<file path="src/rtl/cuckoo_kick_controller.sv">
// cuckoo_kick_controller
// Control FSM for inserting one entry into a cuckoo hash table. It accepts an
// insert request and issues it to the hash pipeline. When the pipeline evicts
// a resident entry, that entry becomes the new pending entry and is re-issued.
// This repeats until the pipeline reports an empty slot (success) or until
// MAX_KICKS re-insertions have been used. In the second case the last evicted
// entry is reported as lost.
//
// Ports
//   clk, reset       : rising-edge clock; asynchronous active-low reset
//   clk_en           : global enable, 0 freezes every register
//   req_*            : insert request channel (valid/ready)
//   op_*             : insert operation towards the hash pipeline (valid/ready)
//   res_*            : pipeline result; res_key_i/res_data_i carry the evicted
//                      entry when res_evicted_i=1
//   done_*           : one-cycle completion report with ok flag and entry
//   busy_o           : high whenever an insert is in progress
module cuckoo_kick_controller #(
    parameter int DATA_WIDTH = 4,
    parameter int KEY_WIDTH  = 2,
    parameter int MAX_KICKS  = 4
) (
    input  logic                  clk,
    input  logic                  reset,
    input  logic                  clk_en,
    input  logic                  req_valid_i,
    output logic                  req_ready_o,
    input  logic [KEY_WIDTH-1:0]  req_key_i,
    input  logic [DATA_WIDTH-1:0] req_data_i,
    output logic                  op_valid_o,
    input  logic                  op_ready_i,
    output logic [KEY_WIDTH-1:0]  op_key_o,
    output logic [DATA_WIDTH-1:0] op_data_o,
    input  logic                  res_valid_i,
    input  logic                  res_evicted_i,
    input  logic [KEY_WIDTH-1:0]  res_key_i,
    input  logic [DATA_WIDTH-1:0] res_data_i,
    output logic                  done_valid_o,
    output logic                  done_ok_o,
    output logic [KEY_WIDTH-1:0]  done_key_o,
    output logic [DATA_WIDTH-1:0] done_data_o,
    output logic                  busy_o
);

    typedef enum logic [1:0] {
        IDLE  = 2'd0,
        ISSUE = 2'd1,
        WAIT  = 2'd2,
        DONE  = 2'd3
    } state_t;

    localparam logic [7:0] KICK_LIMIT = 8'(MAX_KICKS);

    state_t                state_q, state_d;
    logic [7:0]            kick_cnt_q, kick_cnt_d;
    logic [KEY_WIDTH-1:0]  pend_key_q, pend_key_d;
    logic [DATA_WIDTH-1:0] pend_data_q, pend_data_d;
    logic                  done_ok_q, done_ok_d;
    logic [KEY_WIDTH-1:0]  done_key_q, done_key_d;
    logic [DATA_WIDTH-1:0] done_data_q, done_data_d;

    always_ff @(posedge clk or negedge reset) begin
        if (!reset) begin
            state_q     <= IDLE;
            kick_cnt_q  <= '0;
            pend_key_q  <= '0;
            pend_data_q <= '0;
            done_ok_q   <= 1'b0;
            done_key_q  <= '0;
            done_data_q <= '0;
        end else begin
            state_q     <= state_d;
            kick_cnt_q  <= kick_cnt_d;
            pend_key_q  <= pend_key_d;
            pend_data_q <= pend_data_d;
            done_ok_q   <= done_ok_d;
            done_key_q  <= done_key_d;
            done_data_q <= done_data_d;
        end
    end

    // Every register holds by default. clk_en=0 skips the whole case
    // statement, so a disabled cycle never changes state.
    always_comb begin
        state_d     = state_q;
        kick_cnt_d  = kick_cnt_q;
        pend_key_d  = pend_key_q;
        pend_data_d = pend_data_q;
        done_ok_d   = done_ok_q;
        done_key_d  = done_key_q;
        done_data_d = done_data_q;
        if (clk_en) begin
            case (state_q)
                IDLE: begin
                    if (req_valid_i) begin
                        pend_key_d  = req_key_i;
                        pend_data_d = req_data_i;
                        kick_cnt_d  = '0;
                        state_d     = ISSUE;
                    end
                end
                ISSUE: begin
                    if (op_ready_i) begin
                        state_d = WAIT;
                    end
                end
                WAIT: begin
                    if (res_valid_i) begin
                        if (!res_evicted_i) begin
                            // The slot was free. The last issued entry is now stored.
                            state_d     = DONE;
                            done_ok_d   = 1'b1;
                            done_key_d  = pend_key_q;
                            done_data_d = pend_data_q;
                        end else if (kick_cnt_q < KICK_LIMIT) begin
                            // A kick budget remains, so re-insert the displaced entry.
                            pend_key_d  = res_key_i;
                            pend_data_d = res_data_i;
                            kick_cnt_d  = kick_cnt_q + 8'd1;
                            state_d     = ISSUE;
                        end else begin
                            // The budget is exhausted. Report the displaced entry as lost.
                            state_d     = DONE;
                            done_ok_d   = 1'b0;
                            done_key_d  = res_key_i;
                            done_data_d = res_data_i;
                        end
                    end
                end
                DONE: begin
                    state_d = IDLE;
                end
                default: begin
                    state_d = IDLE;
                end
            endcase
        end
    end

    assign req_ready_o  = (state_q == IDLE);
    assign op_valid_o   = (state_q == ISSUE);
    assign op_key_o     = pend_key_q;
    assign op_data_o    = pend_data_q;
    assign done_valid_o = (state_q == DONE);
    assign done_ok_o    = done_ok_q;
    assign done_key_o   = done_key_q;
    assign done_data_o  = done_data_q;
    assign busy_o       = (state_q != IDLE);

endmodule

</file>
<file path="config.mk">
export PLATFORM = sky130hd
export DESIGN_NAME = cuckoo_kick_controller
export DESIGN_NICKNAME = d
export VERILOG_FILES = /design/src/rtl/cuckoo_kick_controller.sv
export SDC_FILE = /design/constraint.sdc
export NUM_CORES = 1
export LEC_CHECK = 0
export BUFFER_PORTS_ARGS = -buffer_cell sky130_fd_sc_hd__buf_4
export CORE_UTILIZATION = 30
export CTS_CLUSTER_SIZE = 20
export DETAILED_ROUTE_END_ITERATION = 7
export PLACE_DENSITY = 0.53
export SLEW_MARGIN = 20
export SYNTH_ARGS = -nofsm -noshare
export SYNTH_HDL_FRONTEND = slang
export SYNTH_SLANG_ARGS = --single-unit
</file>
<file path="constraint.sdc">
create_clock -name clk -period 2 [get_ports clk]
set_input_delay 0.4 -clock clk [delete_from_list [all_inputs] [get_ports clk]]
set_output_delay 0.4 -clock clk [all_outputs]
set_load 0.1 [all_outputs]
</file>
==> run_results.csv, run 1 <==
group,metric,value,unit
logic_synthesis,ys_warn_count,0,
layout,final_layout_size_suffix_gt1_share,37.8,%
die,io_pins,36,
layout,insertedDiodeCount,0,
layout,fin_util,43.1,%
grt,grt_overflow,0,
detailed_routing,firstDrtPassIters,4,
die,core,0.00344,mm2
detailed_routing,ant_nets,0,
setup_path,crit_required,1.60,ns
worst_hold_path,hp-class,"input pin to asynchronous set/reset pin",
run,maxCapViolCount,0,
logic_synthesis,synth_edf_count,0,
detailed_routing,drc,0,
cts,clock_latency,0.25,ns
setup_path,timing.rr.end,"kick_cnt_q[0]$_DFFE_PN0P_",
grt,grt_util_all_layers,13.1,%
sta,slew_violations,0,
layout,postLayoutCellArea,0.00148,mm2
layout,nets,156,
placement,placed_area,0.00144,mm2
die,die_w,63.0,um
grt,grt_antenna_before_repair,0,
setup_path,crit_type,"register to output pin",
sta,tns,0,ns
setup_path,cp-end-kind,"output pin",
logic_synthesis,synth_area_leaders,"dfrtp_1 52%, mux2i_1 7.2%, a2bb2oi_1 4.7%",
sta,finalHoldWorstSlack,0.0188,ns
sta,period_share,87.1,%
sta,fmax,574,MHz
cts,numCtsBuffers,3,
detailed_routing,totalWireLength,2350,um
setup_path,critPathCapture,"op_valid_o",
setup_path,startpoint,"state_q[0]$_DFFE_PN0P_",
logic_synthesis,synthesis.area,0.00112,mm2
sta,hold_viol_final,0,
cts,cts_hold_buf,0,
setup_path,crit_arrival,1.34,ns
die,design.die.area,0.00397,mm2
placement,io_buffers,35,
logic_synthesis,yosys.cell_types.count,30,
layout,area_delta_synth_final,32.8,%
detailed_routing,vias,861,
die,die_y,63.0,um
sta,finalClockSkew,0.00166,ns
setup_path,cpMaxStageDelayCell,"dfrtp_1",
grt,grt_max_degree,24,
logic_synthesis,synth.most_common_cell,"dfrtp_1",
sta,finalCriticalPeriod,1.74,ns
detailed_routing,viasPerCell,4.76,
cts,clk_path_buf_depth,2,
cts,path_clk_slew,0.08,ns
grt,grt_pass1_wl,4040,um
detailed_routing,drt_iter0_markers,32,
logic_synthesis,synth_area_per_cell,11.4,um2
logic_synthesis,synth_cells,98,
setup_path,cp_cell_sequence,"nor2b_2 -> buf_4",
setup_path,ff2ff_path_depth,4,
setup_path,r2r_start,"kick_cnt_q[5]$_DFFE_PN0P_",
status,outcome,"finished, final reports clean",
cts,cts_sinks,23,
logic_synthesis,synth_ff_type,"dfrtp_1",
sta,finalSetupViolCount,0,
layout,fillCellCount,341,
setup_path,r2r_slack,0.35,ns
logic_synthesis,synth.largest_area_cell,"dfrtp_1",
cts,h-tree-depth,1,
logic_synthesis,synth_commonest_cells,"23 x dfrtp_1, 8 x mux2i_1, 8 x nor2_1",
logic_synthesis,synth_seq_cells,23,
grt,grt_pass1_vias,839,
placement,dp_hpwl,1830,um
setup_path,cp_max_fo,9,
logic_synthesis,synth_top_area_share,51.6,%
logic_synthesis,async_reset_ff_share,100,%
logic_synthesis,synth-seq-area-share,51.6,%
cts,cts_tree,"built",
die,start_util,32.4,%
die,row_count,21,
detailed_routing,wire_per_inst,13.0,um
sta,rsz0062_at_grt,"no",
setup_path,critPathLaunchType,"register",
placement,place_congestion,0.754,
setup_path,max_stage_delay,0.56,ns
cts,cts_root_buf,"clkbuf_8",
logic_synthesis,synthesis.nets,118,
cts,ctsResizeCount,0,
sta,slew-limit-headroom,69.3,%
sta,worst_pin_slew,0.457,ns
cts,post-cts-setup-buffer-count,0,
[area by class of cell]
| class | count | area (um2) | area share [%] |
|---|---|---|---|
| Clock buffer | 3 | 41.3 | 2.78 |
| Clock inverter | 1 | 5.00 | 0.338 |
| Inverter | 3 | 11.3 | 0.759 |
| Multi-Input combinational cell | 67 | 507 | 34.2 |
| Sequential cell | 23 | 576 | 38.8 |
| Tap cell | 46 | 57.6 | 3.88 |
| Timing Repair Buffer | 38 | 285 | 19.2 |
[per-stage QoR]
| step | setup slack (ns) | instances |
|---|---|---|
| 2_1_floorplan | 0.00576 | 98 |
| 3_3_place_gp | 0.335 | 177 |
| 3_5_place_dp | 0.279 | 177 |
| 4_1_cts | 0.238 | 181 |
| 5_1_grt | 0.175 | 181 |
| 6_report | 0.258 | 181 |
[cells in the final DEF, fill, tap and decap left out, types with 2 or more instances in the layout]
cell type and instances:
buf_4 38, and2_1 7, a2bb2oi_1 6, nand2_1 4
inv_1 3, a21oi_1 6, o21ai_0 4, nor2_1 7
clkbuf_8 3, dfrtp_1 23, o22ai_1 6, nand3_1 2
mux2i_1 8
[worst max-delay path, delay by kind of cell (launching register included)]
family | cells | cell delay [ns]
buffers and inverters | 1 | 0.30
flip-flops | 1 | 0.56
AND/OR/NAND/NOR | 1 | 0.23
[logic make-up (layout without fill, tap and decap cells)]
| group | after synthesis | in the layout | share of synthesized area [%] |
|---|---|---|---|
| AO/OA/AOI/OAI | 26 | 26 | 16.7 |
| AND/OR/NAND/NOR | 30 | 30 | 17.2 |
| multiplexers | 10 | 10 | 9.53 |
| flip-flops | 23 | 23 | 51.6 |
| adder cells (fa/ha/maj) | 1 | 1 | 1.12 |
| buffers and inverters | 8 | 45 | 3.92 |
[per-layer routing]
layer	up-vias	wire length (um)	global-route usage, %
met5	-	0	0
met4	0	12	3.49
met3	2	101	2.55
met2	21	1110	20.2
met1	409	1130	18.5
li1	429	-	-
[how the worst min path moves through the flow]
stage	start	endpoint	slack, ns	cells past startpoint
2_1_floorplan	reset	done_data_o[0]$_DFFE_PN0P_	0.10	0
3_3_place_gp	reset	kick_cnt_q[7]$_DFFE_PN0P_	0.31	1
3_5_place_dp	reset	kick_cnt_q[5]$_DFFE_PN0P_	0.31	1
4_1_cts	reset	kick_cnt_q[5]$_DFFE_PN0P_	0.02	1
5_1_grt	reset	kick_cnt_q[7]$_DFFE_PN0P_	0.03	1
6_report	reset	kick_cnt_q[7]$_DFFE_PN0P_	0.02	1
[registers in the layout (all words and copies together), names as in the netlist]
register,count
done_data_o,4
done_key_o,2
done_ok_o,1
kick_cnt_q,8
op_data_o,4
op_key_o,2
state_q,2
Power of run 1 is left out: the tool's default activity adds up to more than one toggle a clock period on the data nets, which glitch-free logic cannot reach.
==> run 2, diff against run 1 <==
--- a/config.mk
+++ b/config.mk
@@ -5,11 +5,12 @@
 export SDC_FILE = /design/constraint.sdc
 export NUM_CORES = 1
 export LEC_CHECK = 0
-export BUFFER_PORTS_ARGS = -buffer_cell sky130_fd_sc_hd__buf_4
+export BUFFER_PORTS_ARGS = -buffer_cell sky130_fd_sc_hd__buf_2
 export CORE_UTILIZATION = 30
 export CTS_CLUSTER_SIZE = 20
 export DETAILED_ROUTE_END_ITERATION = 7
 export PLACE_DENSITY = 0.53
+export SETUP_SLACK_MARGIN = 0.3
 export SLEW_MARGIN = 20
 export SYNTH_ARGS = -nofsm -noshare
 export SYNTH_HDL_FRONTEND = slang
==> run_results.csv, run 2 (same netlist as run 1, synthesis figures left out) <==
group,metric,value,unit
status,outcome,"finished, final reports clean",
sta,rsz0062_at_grt,"no",
die,row_count,21,
grt,grt_pass1_vias,868,
detailed_routing,vias,873,
die,io_pins,36,
sta,slew-limit-headroom,66.3,%
detailed_routing,viasPerCell,4.77,
grt,grt_overflow,0,
sta,period_share,82.2,%
setup_path,critPathLaunchType,"register",
layout,seq_area,578,um2
cts,cts_tree,"built",
layout,final_layout_size_suffix_gt1_share,39.4,%
die,die_w,63.0,um
layout,final_common_cell,"buf_2",
layout,area_delta_synth_final,27.4,%
cts,clk_path_buf_depth,2,
detailed_routing,drc,0,
worst_hold_path,hp-class,"input pin to asynchronous set/reset pin",
setup_path,crit_arrival,1.24,ns
detailed_routing,firstDrtPassIters,4,
layout,insertedDiodeCount,0,
grt,grt_pass1_wl,4160,um
cts,cts_hold_buf,0,
die,design.die.area,0.00397,mm2
cts,clock_latency,0.27,ns
sta,finalSetupViolCount,0,
setup_path,cp_cell_sequence,"nor2b_2 -> buf_4",
cts,cts_sinks,23,
sta,finalCriticalPeriod,1.64,ns
cts,cts_root_buf,"clkbuf_8",
layout,multiInputGateArea,507,um2
setup_path,cp_max_fo,9,
setup_path,cpMaxStageDelayCell,"dfrtp_2",
die,start_util,32.4,%
grt,grt_max_degree,24,
detailed_routing,ant_nets,0,
sta,fmax,608,MHz
layout,top_register,"kick_cnt_q",
layout,final_cell_mix,"31 x buf_2, 21 x dfrtp_1, 8 x mux2i_1, 8 x buf_4",
setup_path,crit_type,"register to output pin",
cts,path_clk_slew,0.08,ns
sta,tns,0,ns
placement,io_buffers,35,
detailed_routing,wire_per_inst,13.6,um
setup_path,cp-end-kind,"output pin",
sta,finalClockSkew,0.00112,ns
cts,post-cts-setup-buffer-count,0,
detailed_routing,totalWireLength,2490,um
cts,h-tree-depth,1,
cts,ctsResizeCount,5,
setup_path,cp_num_buf_inv,1,
setup_path,max_stage_delay,0.48,ns
grt,grt_antenna_before_repair,0,
layout,fillCellCount,343,
sta,hold_viol_final,0,
die,die_y,63.0,um
setup_path,crit_required,1.60,ns
layout,largest_register_ff_count,8,
setup_path,path_delay_family,"flip-flops",
grt,grt_util_all_layers,13.8,%
placement,place_congestion,0.842,
die,core,0.00344,mm2
sta,slew_violations,0,
sta,worst_pin_slew,0.505,ns
cts,numCtsBuffers,3,
layout,nets,158,
placement,dp_hpwl,1910,um
detailed_routing,drt_iter0_markers,27,
run,maxCapViolCount,0,
[run 2: changes by cell type in the layout (fill, tap and decap cells not counted)]
cell	change
dfrtp_1	-2
clkinv_2	-1
dfrtp_2	+2
clkbuf_4	+1
clkbuf_1	+1
buf_2	+31
buf_4	-30
[run 2: cell type report]
| cell class | instances | area share [%] |
|---|---|---|
| flip-flops and latches | 23 | 40.7 |
| clock buffers | 4 | 3.17 |
| repair buffers | 40 | 15.7 |
| multi-input cells | 67 | 35.7 |
| well taps | 46 | 4.05 |
| inverters | 3 | 0.792 |
[run 2: worst paths after layout]
| path | from | endpoint | cells after the start | slack (ns) |
|---|---|---|---|---|
| worst max-delay path | state_q[0]$_DFFE_PN0P_ | op_valid_o | 2 | 0.36 |
| worst min-delay path | reset | done_data_o[2]$_DFFE_PN0P_ | 1 | 0.09 |
| worst max register to register | kick_cnt_q[3]$_DFFE_PN0P_ | kick_cnt_q[0]$_DFFE_PN0P_ | 4 | 0.40 |
| worst min register to register | kick_cnt_q[6]$_DFFE_PN0P_ | kick_cnt_q[6]$_DFFE_PN0P_ | 1 | 0.49 |
| max in group asynchronous | reset | state_q[0]$_DFFE_PN0P_ | 1 | 1.54 |
| min in group clk | op_ready_i | state_q[1]$_DFFE_PN0P_ | 2 | 0.41 |
[run 2: routing by layer]
metal | vias to the layer above | part of all wire [%] | GRT usage [%]
met4 | 0 | 2.5 | 7.85
met1 | 423 | 46 | 19.2
met3 | 5 | 3.2 | 1.28
met2 | 16 | 48 | 20.7
li1 | 429 | - | -
met5 | - | 0 | 0
[run 2: metrics by stage]
step	utilization (%)	hold slack [ns]	area, um2	worst slack, ns	instances
after CTS	41.2	0.113	1420	0.310	183
after global routing	41.3	0.122	1420	0.312	183
after floorplan	-	0.104	1130	0.00576	98
after detailed placement	39.6	0.404	1360	0.400	179
final	41.3	0.0871	1420	0.356	183
after global placement	39.6	0.393	1360	0.413	179
[run 2: worst reg2reg max path, cell delays in order, from the launching register on]
cell     delay, ns
dfrtp_1       0.41
nor4b_4       0.36
and2_1        0.23
o21a_4        0.19
mux2_4        0.30
Power of run 2 is left out for the same reason.
